### src/rtl/bm_access_arbiter.sv
// Shares the block-map memory port between the stage loader, per-ball clears and the drop effect.
// Define BM_ARB_RR_EN for round-robin arbitration among clears (fixed lowest-index priority otherwise).
module bm_access_arbiter #(
   parameter int BALL_NUM = 2
) (
   input  logic                  clock,
   input  logic                  reset,
   input  logic                  load_req,
   input  logic [1:0]            load_stage,
   input  logic [BALL_NUM-1:0]   clr_req,
   input  logic [BALL_NUM*5-1:0] clr_row,
   input  logic [BALL_NUM*5-1:0] clr_col,
   input  logic                  drop_req,
   input  logic [4:0]            scan_row,
   input  logic [4:0]            scan_col,
   input  logic                  bm_ready,
   output logic                  bm_enable,
   output logic [1:0]            bm_func,
   output logic [4:0]            bm_row,
   output logic [4:0]            bm_col,
   output logic [1:0]            bm_stage,
   output logic                  load_ack,
   output logic                  drop_ack,
   output logic [BALL_NUM-1:0]   clr_ack,
   output logic                  busy
);

   localparam logic [1:0] F_NONE  = 2'b00;
   localparam logic [1:0] F_LOAD  = 2'b01;
   localparam logic [1:0] F_CLEAR = 2'b10;
   localparam logic [1:0] F_DROP  = 2'b11;

   typedef enum logic [1:0] {S_IDLE, S_ISSUE, S_WAIT} state_t;

   state_t                    state_q, state_d;
   logic                      wait_first_q, wait_first_d;
   logic                      load_pend_q, load_pend_d;
   logic [1:0]                stage_pend_q, stage_pend_d;
   logic                      drop_pend_q, drop_pend_d;
   logic [BALL_NUM-1:0]       clr_pend_q, clr_pend_d;
   logic [BALL_NUM-1:0][4:0]  clr_row_q, clr_row_d;
   logic [BALL_NUM-1:0][4:0]  clr_col_q, clr_col_d;
   logic                      bm_enable_q, bm_enable_d;
   logic [1:0]                bm_func_q, bm_func_d;
   logic [4:0]                cmd_row_q, cmd_row_d;
   logic [4:0]                cmd_col_q, cmd_col_d;
   logic [1:0]                bm_stage_q, bm_stage_d;
   logic                      load_ack_q, load_ack_d;
   logic                      drop_ack_q, drop_ack_d;
   logic [BALL_NUM-1:0]       clr_ack_q, clr_ack_d;
   logic [BALL_NUM-1:0]       clr_keep;
   logic                      clr_found;
   int                        win_idx;

`ifdef BM_ARB_RR_EN
   localparam int PW = (BALL_NUM > 1) ? $clog2(BALL_NUM) : 1;
   logic [PW-1:0]             rr_ptr_q, rr_ptr_d;
`endif

   // A slot being acked this cycle drops out unless a fresh request re-arms it.
   assign clr_keep = clr_pend_q & ~clr_ack_q;

   always_comb begin
      state_d      = state_q;
      wait_first_d = wait_first_q;
      stage_pend_d = stage_pend_q;
      clr_row_d    = clr_row_q;
      clr_col_d    = clr_col_q;
      cmd_row_d    = cmd_row_q;
      cmd_col_d    = cmd_col_q;
      bm_stage_d   = bm_stage_q;
      bm_enable_d  = 1'b0;
      bm_func_d    = F_NONE;
      load_ack_d   = 1'b0;
      drop_ack_d   = 1'b0;
      clr_ack_d    = '0;
      clr_found    = 1'b0;
      win_idx      = 0;
`ifdef BM_ARB_RR_EN
      rr_ptr_d     = rr_ptr_q;
`endif

      load_pend_d = (load_pend_q & ~load_ack_q) | load_req;
      if (load_req) begin
         stage_pend_d = load_stage;
      end
      drop_pend_d = ~load_req & ((drop_pend_q & ~drop_ack_q) | drop_req);
      for (int i = 0; i < BALL_NUM; i++) begin
         clr_pend_d[i] = ~load_req & (clr_keep[i] | clr_req[i]);
         if (clr_req[i] && !clr_keep[i]) begin
            clr_row_d[i] = clr_row[i*5 +: 5];
            clr_col_d[i] = clr_col[i*5 +: 5];
         end
      end

`ifdef BM_ARB_RR_EN
      for (int j = 0; j < BALL_NUM; j++) begin
         if (!clr_found && clr_pend_d[(int'(rr_ptr_q) + j) % BALL_NUM]) begin
            clr_found = 1'b1;
            win_idx   = (int'(rr_ptr_q) + j) % BALL_NUM;
         end
      end
`else
      for (int j = BALL_NUM - 1; j >= 0; j--) begin
         if (clr_pend_d[j]) begin
            clr_found = 1'b1;
            win_idx   = j;
         end
      end
`endif

      // Arbitration sees this cycle's requests so an uncontested pulse issues on the next cycle.
      case (state_q)
         S_IDLE: begin
            if (bm_ready && (load_pend_d || clr_found || drop_pend_d)) begin
               state_d     = S_ISSUE;
               bm_enable_d = 1'b1;
               if (load_pend_d) begin
                  bm_func_d  = F_LOAD;
                  load_ack_d = 1'b1;
                  bm_stage_d = stage_pend_d;
                  cmd_row_d  = 5'd0;
                  cmd_col_d  = 5'd0;
               end else if (clr_found) begin
                  bm_func_d          = F_CLEAR;
                  clr_ack_d[win_idx] = 1'b1;
                  cmd_row_d          = clr_row_d[win_idx];
                  cmd_col_d          = clr_col_d[win_idx];
`ifdef BM_ARB_RR_EN
                  rr_ptr_d           = PW'((win_idx + 1) % BALL_NUM);
`endif
               end else begin
                  bm_func_d  = F_DROP;
                  drop_ack_d = 1'b1;
                  cmd_row_d  = 5'd0;
                  cmd_col_d  = 5'd0;
               end
            end
         end
         S_ISSUE: begin
            state_d      = S_WAIT;
            wait_first_d = 1'b1;
         end
         S_WAIT: begin
            wait_first_d = 1'b0;
            if (!wait_first_q && bm_ready) begin
               state_d = S_IDLE;
            end
         end
         default: state_d = S_IDLE;
      endcase
   end

   always_ff @(posedge clock) begin
      if (reset) begin
         state_q      <= S_IDLE;
         wait_first_q <= 1'b0;
         load_pend_q  <= 1'b0;
         stage_pend_q <= 2'd0;
         drop_pend_q  <= 1'b0;
         clr_pend_q   <= '0;
         clr_row_q    <= '0;
         clr_col_q    <= '0;
         bm_enable_q  <= 1'b0;
         bm_func_q    <= F_NONE;
         cmd_row_q    <= 5'd0;
         cmd_col_q    <= 5'd0;
         bm_stage_q   <= 2'd0;
         load_ack_q   <= 1'b0;
         drop_ack_q   <= 1'b0;
         clr_ack_q    <= '0;
`ifdef BM_ARB_RR_EN
         rr_ptr_q     <= '0;
`endif
      end else begin
         state_q      <= state_d;
         wait_first_q <= wait_first_d;
         load_pend_q  <= load_pend_d;
         stage_pend_q <= stage_pend_d;
         drop_pend_q  <= drop_pend_d;
         clr_pend_q   <= clr_pend_d;
         clr_row_q    <= clr_row_d;
         clr_col_q    <= clr_col_d;
         bm_enable_q  <= bm_enable_d;
         bm_func_q    <= bm_func_d;
         cmd_row_q    <= cmd_row_d;
         cmd_col_q    <= cmd_col_d;
         bm_stage_q   <= bm_stage_d;
         load_ack_q   <= load_ack_d;
         drop_ack_q   <= drop_ack_d;
         clr_ack_q    <= clr_ack_d;
`ifdef BM_ARB_RR_EN
         rr_ptr_q     <= rr_ptr_d;
`endif
      end
   end

   assign bm_enable = bm_enable_q;
   assign bm_func   = bm_func_q;
   assign bm_stage  = bm_stage_q;
   assign load_ack  = load_ack_q;
   assign drop_ack  = drop_ack_q;
   assign clr_ack   = clr_ack_q;
   assign bm_row    = (state_q == S_ISSUE) ? cmd_row_q : scan_row;
   assign bm_col    = (state_q == S_ISSUE) ? cmd_col_q : scan_col;
   assign busy      = (state_q != S_IDLE) | load_pend_q | drop_pend_q | (|clr_pend_q);

endmodule
### config.mk
export PLATFORM = sky130hd
export DESIGN_NAME = bm_access_arbiter
export DESIGN_NICKNAME = d
export VERILOG_FILES = /design/src/rtl/bm_access_arbiter.sv
export SDC_FILE = /design/constraint.sdc
export NUM_CORES = 1
export LEC_CHECK = 0
export ABC_CLOCK_PERIOD_IN_PS = 2160
export BUFFER_PORTS_ARGS = -buffer_cell sky130_fd_sc_hd__buf_4
export CAP_MARGIN = 20
export CORE_MARGIN = 10
export CORE_UTILIZATION = 54
export CTS_CLUSTER_DIAMETER = 30
export DETAILED_ROUTE_END_ITERATION = 7
export PLACE_DENSITY_LB_ADDON = 0.3
export SYNTH_ARGS = -nofsm -noshare
export SYNTH_HDL_FRONTEND = slang
export SYNTH_SLANG_ARGS = --single-unit
### constraint.sdc
create_clock -name clock -period 2.16 [get_ports clock]
set_input_delay 0.216 -clock clock [delete_from_list [all_inputs] [get_ports clock]]
set_output_delay 0.216 -clock clock [all_outputs]
set_load 0.05 [all_outputs]
==> results of run 1 <==
-- routing by layer --
layer	wire length, um	vias up
li1	-	1195
met1	3170	1166
met2	3350	78
met3	499	7
met4	69	0
met5	0	-
-- state kept, by name, summed over array words and instances, names as in the netlist --
name and count:
drop_ack 1, bm_enable 1, wait_first_q 1, cmd_col_q 5, clr_ack 2, bm_func 2
load_ack 1, clr_pend_q 2, drop_pend_q 1, clr_col_q 10, clr_row_q 10, load_pend_q 1
stage_pend_q 2, bm_stage 2, cmd_row_q 5, state_q 2
-- worst max path at each step --
stage	startpoint	to	slack (ns)
6_report	state_q[1]$_SDFFE_PP0P_	bm_col[1]	0.15
5_1_grt	state_q[1]$_SDFFE_PP0P_	bm_col[1]	0.02
4_1_cts	state_q[1]$_SDFFE_PP0P_	bm_col[1]	0.13
3_5_place_dp	state_q[0]$_SDFFE_PP0P_	cmd_col_q[1]$_SDFFE_PP0N_	0.34
3_3_place_gp	state_q[0]$_SDFFE_PP0P_	cmd_col_q[3]$_SDFFE_PP0N_	0.43
2_1_floorplan	clr_ack[1]$_SDFF_PP0_	state_q[1]$_SDFFE_PP0P_	0.29
-- final cells by class --
type                       count  area [sq um]  area share, %
clock buffer                   8          90.1           2.90
inverter                      14          52.6           1.69
timing repair buffer          64           480           15.5
sequential                    48           961           31.0
tap                           54          67.6           2.18
multi-input combinational    212          1450           46.8
-- worst register-to-register path: stages (launching register included) --
cell      delay [ns]
dfxtp_1         0.32
inv_1           0.10
ha_1            0.27
nand2_2         0.13
or4_4           0.47
nand2b_4        0.22
o32ai_1         0.29
-- through the flow --
step | power [uW] | instances | area [sq um] | utilization (%) | worst slack (ns)
global placement | 1570 | 392 | 3010 | 64.6 | 0.431
detailed placement | 1580 | 392 | 3010 | 64.6 | 0.344
finish | 2110 | 400 | 3100 | 66.6 | 0.154
global route | 2220 | 400 | 3100 | 66.6 | 0.0199
floorplan | 1400 | 300 | 2570 | - | 0.291
CTS | 2120 | 400 | 3100 | 66.6 | 0.126
-- cell families (layout without fill, tap and decap cells) --
| family | Yosys count | count (layout) |
|---|---|---|
| multiplexers | 15 | 15 |
| AO/OA/AOI/OAI | 81 | 81 |
| adder cells (fa/ha/maj) | 3 | 3 |
| flip-flops | 48 | 48 |
| AND/OR/NAND/NOR | 113 | 113 |
| buffers and inverters | 40 | 86 |
-- layout by cell type (no fill, tap or decap), types with 4 or more instances in the layout --
cell / n
mux2i_1: 5
nor2_1: 23
o32ai_1: 9
o21ai_0: 9
nand2_1: 17
a21oi_1: 16
buf_4: 64
and3_1: 9
nand3_1: 11
nand4b_1: 16
o31ai_1: 8
nand2b_1: 5
o21ba_2: 9
dfxtp_1: 48
inv_1: 13
a21boi_0: 9
a31oi_1: 9
a211oi_1: 4
mux2_2: 10
clkbuf_8: 6
or4_1: 9
nor3_1: 10
-- power by group --
group / total (uW) / internal, uW / switching [uW]
combinational: 597 / 237 / 360
clock: 551 / 261 / 289
sequential: 966 / 938 / 27.7
total: 2110 / 1440 / 677
==> key figures, run 1 <==
Placement
  • GP Congestion: between 0.8 and 0.9
  • Post-detail-place hpwl: 5.14 mm
  • PortBufs: 58

GRT
  • Initial antenna violation count: 0
  • Met1 Track Usage GR: 24.2%
  • Met3 Usage GRT: under 10%
  • Met2 Use GR: 29.4%
  • Largest net degree at the start of global routing: between 40 and 50
  • GRT overflow: 0
  • Number of global-route vias before repair: between 2000 and 2500
  • Total GRT Usage: between 10% and 20%
  • First-pass GRT wire length: 11.4 mm
  • GR peak layer: met2

STA
  • Fin. max-slew vios: 0
  • Final Critical Period: 2.01 ns
  • Max transition margin: between 60% and 70%
  • Post-route setup TNS: 0 ns
  • Final Hold Slack: 0.179 ns
  • Final Setup Violations: 0
  • Unrepaired setup endpoints after global routing: no
  • Setup Skew: 0.00529 ns
  • Period utilization: 92.9%
  • Worst-Margin Slew: roughly 0.57 ns
  • Final Hold Vio Count: 0
  • Max Clk Rate: 498 MHz

Detailed routing
  • Vias: around 2400
  • Final ANT Viol Nets: 0
  • Avg WL per Cell: around 18 um
  • Routed vias/inst: roughly 6.1
  • DR iter-0 viols: about 310
  • DRT Pass-1 Iters: 5
  • # DRC: 0
  • Detailed Route WL: ~7 mm

Worst hold path
  • Hold endpoint: stage_pend_q[1]$_SDFF_PP0_
  • Hold Path Cell Cnt: 3
  • Worst min path class: input pin to register
  • Hold_sp: load_stage[1]

Floorplanning
  • I/O pin cnt: between 50 and 60
  • Row count: 25
  • Core area: about 4700 sq um
  • Die height: approximately 90 um
  • Die ar.: 7930 sq um
  • Die width: 89.1 um
  • Initial core utilization: 55.2%

Synthesis
  • Largest area contributor in the netlist: dfxtp_1
  • #FFs+latches synth: 48
  • Simple-gate area share of the yosys netlist: 26.0%
  • Post-synth EDFFs: 0
  • Synth top area share: 37.3%
  • Largest family of logic cells by synthesized area: simple AND/OR/NAND/NOR gates
  • Compound-cell area share of the yosys netlist: 22.5%
  • Synth Instances: 300
  • Mux cell area share after synthesis: between 6 and 7%
  • Async SR Flop Fraction: 0%
  • Count leader, synth: dfxtp_1
  • Seq/Total Area, Yosys: 37.3%
  • Top cells by area, synth: dfxtp_1 37%, nand4b_1 5.4%, mux2_2 4.4%, o21ba_2 3.5%, nor2_1 3.4%
  • Unique masters post-synth: 44
  • Mean Syn Cell Area: between 8 and 9 sq um
  • Post-synthesis net count: between 300 and 400
  • Post-Synth Adder-Cell Area: 1.46%
  • Synth Flop Type: dfxtp_1
  • Post-synth top cells: 48 x dfxtp_1, 23 x nor2_1, 20 x clkbuf_1
  • Xor/xnor share of the synthesized area: 0%
  • Synth warn: 0
  • Mapped Area: approximately 2600 sq um

Cells and area
  • ANT cells: 0
  • # fillers: around 390
  • Area Growth Syn to Fin: 20.5%
  • Nets: a little under 400
  • Layout cells sized above 1: between 20% and 30%

Critical path
  • CP Launch Type: register
  • RR Endpoint: cmd_row_q[0]$_SDFFE_PP0N_
  • WP data required: between 1.5 and 2 ns
  • CP arrival: approximately 1.8 ns
  • Cell family with most CP delay: adder cells
  • Crit Path Category: register to output pin
  • Crit-path slowest cell: ha_1
  • R2R setup slack: roughly 0.28 ns
  • WP buf/inv: 2
  • CP Capture Type: output pin
  • R2R depth: 6
  • Critical Path Fanout Max: 11
  • CP Depth: 4
  • Worst path cell trace: inv_1 -> ha_1 -> mux2_2 -> buf_4
  • Worst R2R Start: state_q[0]$_SDFFE_PP0P_
  • Largest stage delay on the critical path: 0.47 ns

Clock tree
  • Root Driver: clkbuf_8
  • Clock Sinks: 48
  • Num CTS Buffers: 5
  • TritonCTS clock tree: yes
  • H-tree levels: 2
  • Setup bufs post-CTS: 0
  • Worst skew pair latency: approximately 0.3 ns
  • Clock buffer depth: 2
  • Resize count post-CTS: 0
  • CTS Hold Bufs: 0
  • Worst-path clk slew: approximately 0.090 ns

Power and ir drop
  • Max IR drop VDD: between 500 and 600 uV
  • PwrDens: slightly below 700 nW/um^2
  • Pleak: 0.00121 uW

Flow run
  • MaxCap Viol Count: 0

Outcome
  • Status: complete, no violations
Power figures use the tool's default switching activity.
==> inputs of run 2 (changes only) <==
- CORE_ASPECT_RATIO: default -> 1.75
==> run 2 against run 1 <==
Clock power is 17% higher. Critical endpoint unchanged. Largest cell class unchanged. Design area is 1.1% higher. Final cell count stayed put. Critical path type unchanged. First-iteration DRC count is 37% lower. Die area is 1.4% higher. Via count is 0.90% higher. Maximum frequency is 6.0% higher.
==> key figures, run 2 (synthesis results as in run 1) <==
STA
  • Final Hold Vio Count: 0
  • Max transition margin: between 60% and 70%
  • Final Setup Violations: 0
  • Final Critical Period: 1.89 ns
  • Max Clk Rate: approximately 530 MHz
  • Period utilization: between 80 and 90%
  • Worst-Margin Slew: between 0.5 and 0.6 ns
  • Unrepaired setup endpoints after global routing: no
  • Setup Skew: 0.00599 ns
  • Post-route setup TNS: 0 ns
  • Fin. max-slew vios: 0

Clock tree
  • Worst-path clk slew: around 0.090 ns
  • TritonCTS clock tree: yes
  • Num CTS Buffers: 5
  • CTS Hold Bufs: 0
  • Resize count post-CTS: 0
  • Root Driver: clkbuf_8
  • Clock buffer depth: 2
  • Clock Sinks: 48
  • Setup bufs post-CTS: 0
  • H-tree levels: 2
  • Worst skew pair latency: 0.30 ns

Floorplanning
  • Die height: ~110 um
  • Row count: 33
  • Die width: 72.2 um
  • Core area: approximately 4700 sq um
  • Die ar.: 8040 sq um
  • Initial core utilization: 55.2%
  • I/O pin cnt: just under 60

Cells and area
  • Leading registers by flop count: clr_col_q: 10 flops, clr_row_q: 10 flops
  • Area Growth Syn to Fin: 21.8%
  • Area of the multi-input gates: between 1000 and 1500 sq um
  • # fillers: around 400
  • Commonest non-fill, non-tap cells in the layout: 66 x buf_4, 48 x dfxtp_1, 23 x nor2_1, 17 x nand2_1
  • Layout cells sized above 1: about 29%
  • Nets: 389
  • FF+latch area: 961 sq um
  • Final cell count without fillers: 400
  • ANT cells: 0
  • Commonest non-fill, non-tap cell in the layout: buf_4

Detailed routing
  • DR iter-0 viols: between 150 and 200
  • Final ANT Viol Nets: 0
  • Vias: approximately 2500
  • Routed vias/inst: roughly 6.2
  • DRT Pass-1 Iters: 4
  • Detailed Route WL: 7.38 mm
  • # DRC: 0
  • Avg WL per Cell: around 18 um

Critical path
  • Critical Path Fanout Max: 10
  • CP Capture Type: output pin
  • Crit Path Category: register to output pin
  • CP Launch Type: register
  • R2R depth: 6
  • WP data required: about 1.9 ns
  • CP arrival: 1.68 ns

Power and ir drop
  • PwrDens: 706 nW/um^2
  • Max IR drop VDD: 652 uV
  • Pleak: roughly 0.0012 uW

Outcome
  • Status: complete, no violations

GRT
  • Total GRT Usage: roughly 18%
  • Largest net degree at the start of global routing: between 40 and 50
  • First-pass GRT wire length: roughly 12 mm
  • Number of global-route vias before repair: around 2500
  • GRT overflow: 0
  • Initial antenna violation count: 0

Placement
  • Post-placement cell count: between 300 and 400
  • Post-detail-place hpwl: approximately 5.5 mm
  • PortBufs: 58
  • GP Congestion: roughly 0.90

Worst hold path
  • Worst min path class: input pin to register
  • Hold Path Cell Cnt: 3

Flow run
  • MaxCap Viol Count: 0
run 2: report_power, final:
group | switching, uW | internal (uW)
clock network | 302 | 343
logic | 362 | 240
registers | 28.2 | 938
run 2: worst paths after layout:
path | start | end | slack (ns)
hold / removal | load_stage[0] | stage_pend_q[0]$_SDFF_PP0_ | 0.18
setup reg to reg | state_q[0]$_SDFFE_PP0P_ | cmd_col_q[4]$_SDFFE_PP0N_ | 0.33
setup / recovery | state_q[1]$_SDFFE_PP0P_ | bm_col[1] | 0.27
hold reg to reg | clr_row_q[5]$_SDFF_PP0_ | clr_row_q[5]$_SDFF_PP0_ | 0.45
run 2: layout make-up:
type	count	area share, %
Multi-Input combinational cell	212	46.3
Sequential cell	48	30.6
Clock buffer	5	2.19
Clock inverter	3	1.36
Inverter	14	1.68
Tap cell	52	2.07
Timing Repair Buffer	66	15.8
run 2: routing by layer:
metal	wire length [um]	vias up	global-route usage, %
met1	2580	1178	17.5
met4	375	0	11.3
met2	3970	69	31.8
met5	0	-	0
li1	-	1202	-
met3	454	19	4.98
run 2: metrics by stage:
stage	cell area [sq um]	hold WS (ns)	power, uW	utilization, %	worst slack (ns)
final	3140	0.181	2210	67.2	0.268
after global routing	3140	0.180	2320	67.2	0.201
after CTS	3140	0.176	2230	67.2	0.253
after detailed placement	3030	0.443	1590	64.8	0.330
after global placement	3030	0.438	1580	64.8	0.460
after floorplan	2570	0.363	1400	-	0.291
run 2: critical path, stage by stage (launching register included):
cell	delay, ns
dfxtp_1	0.33
inv_1	0.08
ha_1	0.21
buf_4	0.21
mux2_2	0.35
buf_4	0.19
==> inputs of run 3 (changes only) <==
- ABC_CLOCK_PERIOD_IN_PS: 2160 -> 1550
- CORE_UTILIZATION: 54 -> 46
- clock period: 2.16 -> 1.55 ns (I/O delays scaled with it)
==> run 3 against run 2 <==
The run now ends with setup timing left. Design area is 19% higher. Utilization is 0.92 points higher. Critical path depth stayed put. Wire length is 12% higher. Flip-flop and latch count stayed put. Register-to-register slack worse by 0.37 ns.
==> key figures, run 3 (synthesis results as in run 1) <==
Outcome
  • Status: finished with violations
  • Violated checks: setup timing

Critical path
  • Cell family with most CP delay: flip-flops
  • CP most frequent cell: buf_8
  • Largest stage delay on the critical path: 0.36 ns
  • Worst Setup SP: state_q[1]$_SDFFE_PP0P_
  • Critical Path Fanout Max: 7
  • R2R setup slack: -0.04 ns
  • WP data required: 1.39 ns
  • CP endpoint: bm_row[3]
  • Worst R2R Start: state_q[0]$_SDFFE_PP0P_
  • RR Endpoint: cmd_row_q[0]$_SDFFE_PP0N_
  • Worst path cell trace: inv_4 -> ha_4 -> buf_8 -> mux2_4 -> buf_8
  • CP Depth: 5
  • WP buf/inv: 3
  • CP Launch Type: register
  • R2R depth: 6
  • CP Capture Type: output pin
  • Crit Path Category: register to output pin
  • Crit-path slowest cell: dfxtp_2
  • CP arrival: between 1 and 1.5 ns

Floorplanning
  • Die ar.: between 9000 and 10000 sq um
  • Core area: between 5000 and 6000 sq um
  • I/O pin cnt: between 50 and 60
  • Die width: 76.6 um
  • Initial core utilization: between 40 and 50%
  • Row count: 36
  • Die height: ~120 um

Clock tree
  • Worst skew pair latency: about 0.31 ns
  • Root Driver: clkbuf_8
  • Clock buffer depth: 2
  • Clock Sinks: between 40 and 50
  • H-tree levels: 2
  • TritonCTS clock tree: yes
  • Worst-path clk slew: roughly 0.090 ns
  • Num CTS Buffers: 5

GRT
  • First-pass GRT wire length: roughly 13 mm
  • Initial antenna violation count: 0
  • Total GRT Usage: between 10% and 20%
  • Largest net degree at the start of global routing: 36
  • Number of global-route vias before repair: 2754
  • GRT overflow: 0

STA
  • Period utilization: 105%
  • Final Hold Slack: slightly below 0.09 ns
  • Setup Skew: 0.00474 ns
  • Unrepaired setup endpoints after global routing: yes
  • Worst-Margin Slew: approximately 0.33 ns
  • Fin. max-slew vios: 0
  • Final worst setup slack: -0.0826 ns
  • Final Setup Violations: 14
  • Max Clk Rate: around 600 MHz
  • Final Critical Period: between 1.5 and 2 ns
  • Post-route setup TNS: -0.846 ns
  • Final Hold Vio Count: 0
  • Max transition margin: ~80%

Cells and area
  • Nets: slightly above 400
  • Fin area: ~3700 sq um
  • Leading registers by flop count: clr_col_q: 10 flops, clr_row_q: 10 flops
  • Commonest non-fill, non-tap cell in the layout: buf_4
  • Layout cells sized above 1: between 40% and 50%
  • Commonest non-fill, non-tap cells in the layout: 74 x buf_4, 41 x dfxtp_1, 23 x nor2_1, 17 x nand2_1, 16 x nand4b_1
  • ANT cells: 0
  • Area Growth Syn to Fin: 45.4%

Placement
  • Cell Area, Placed: 3260 sq um
  • Post-detail-place hpwl: about 6.0 mm
  • PortBufs: 58
  • GP Congestion: ~0.88

Detailed routing
  • Vias: between 2000 and 3000
  • DR iter-0 viols: 227
  • # DRC: 0
  • Avg WL per Cell: approximately 18 um
  • Routed vias/inst: 5.77
  • Final ANT Viol Nets: 0
  • Detailed Route WL: roughly 8.2 mm
  • DRT Pass-1 Iters: 5

Worst hold path
  • Worst min path class: input pin to register

Flow run
  • MaxCap Viol Count: 0

Power and ir drop
  • Pleak: approximately 0.0015 uW
  • Max IR drop VDD: 750 uV
  • PwrDens: 908 nW/um^2
  • Final Power: 3400 uW
-- run 3: worst min-delay path by stage --
stage	from	to	depth (start not counted)	slack [ns]
floorplan	bm_ready	load_ack$_SDFF_PP0_	2	0.30
global placement	reset	drop_pend_q$_SDFF_PP0_	2	0.40
detailed placement	reset	drop_pend_q$_SDFF_PP0_	2	0.40
CTS	reset	drop_pend_q$_SDFF_PP0_	2	0.08
global route	reset	drop_pend_q$_SDFF_PP0_	2	0.08
finish	reset	drop_pend_q$_SDFF_PP0_	2	0.09
-- run 3: report_power, final --
| group | leakage [uW] | total [uW] | internal, uW | switching, uW |
|---|---|---|---|---|
| Clock | 0.0000541 | 916 | 478 | 438 |
| Sequential | 0.000397 | 1360 | 1310 | 48.5 |
| Combinational | 0.00102 | 1130 | 525 | 602 |
-- run 3: routing by layer --
metal | part of all wire (%) | GRT usage, %
met2 | 56 | 32.9
met1 | 36 | 16.7
met3 | 3.7 | 3.09
met5 | 0 | 0
met4 | 4.3 | 9.23
-- run 3: final cells by class --
class	count	area, sq um
sequential	48	977
multi-input combinational	213	1730
clock inverter	3	42.5
clock buffer	5	68.8
fill	481	1750
timing repair buffer	88	772
tap	76	95.1
inverter	14	57.6
-- run 3: timing repair --
| item | CTS | global route |
|---|---|---|
| endpoints found under the setup margin | 19 | 25 |
| setup buffers | 1 | 2 |
| gates cloned | 1 | 0 |
| pin swaps | 11 | 13 |
| hold buffers | 0 | 0 |
| hold endpoints to repair | 0 | 0 |
| resized for setup | 52 | 23 |
-- run 3: stage by stage --
stage	util (%)	setup slack, ns	cells
2_1_floorplan	-	-0.0742	300
3_3_place_gp	59.3	0.0339	435
3_5_place_dp	59.3	-0.0666	435
4_1_cts	65.9	-0.0796	445
5_1_grt	68.1	-0.123	447
6_report	68.1	-0.0826	447
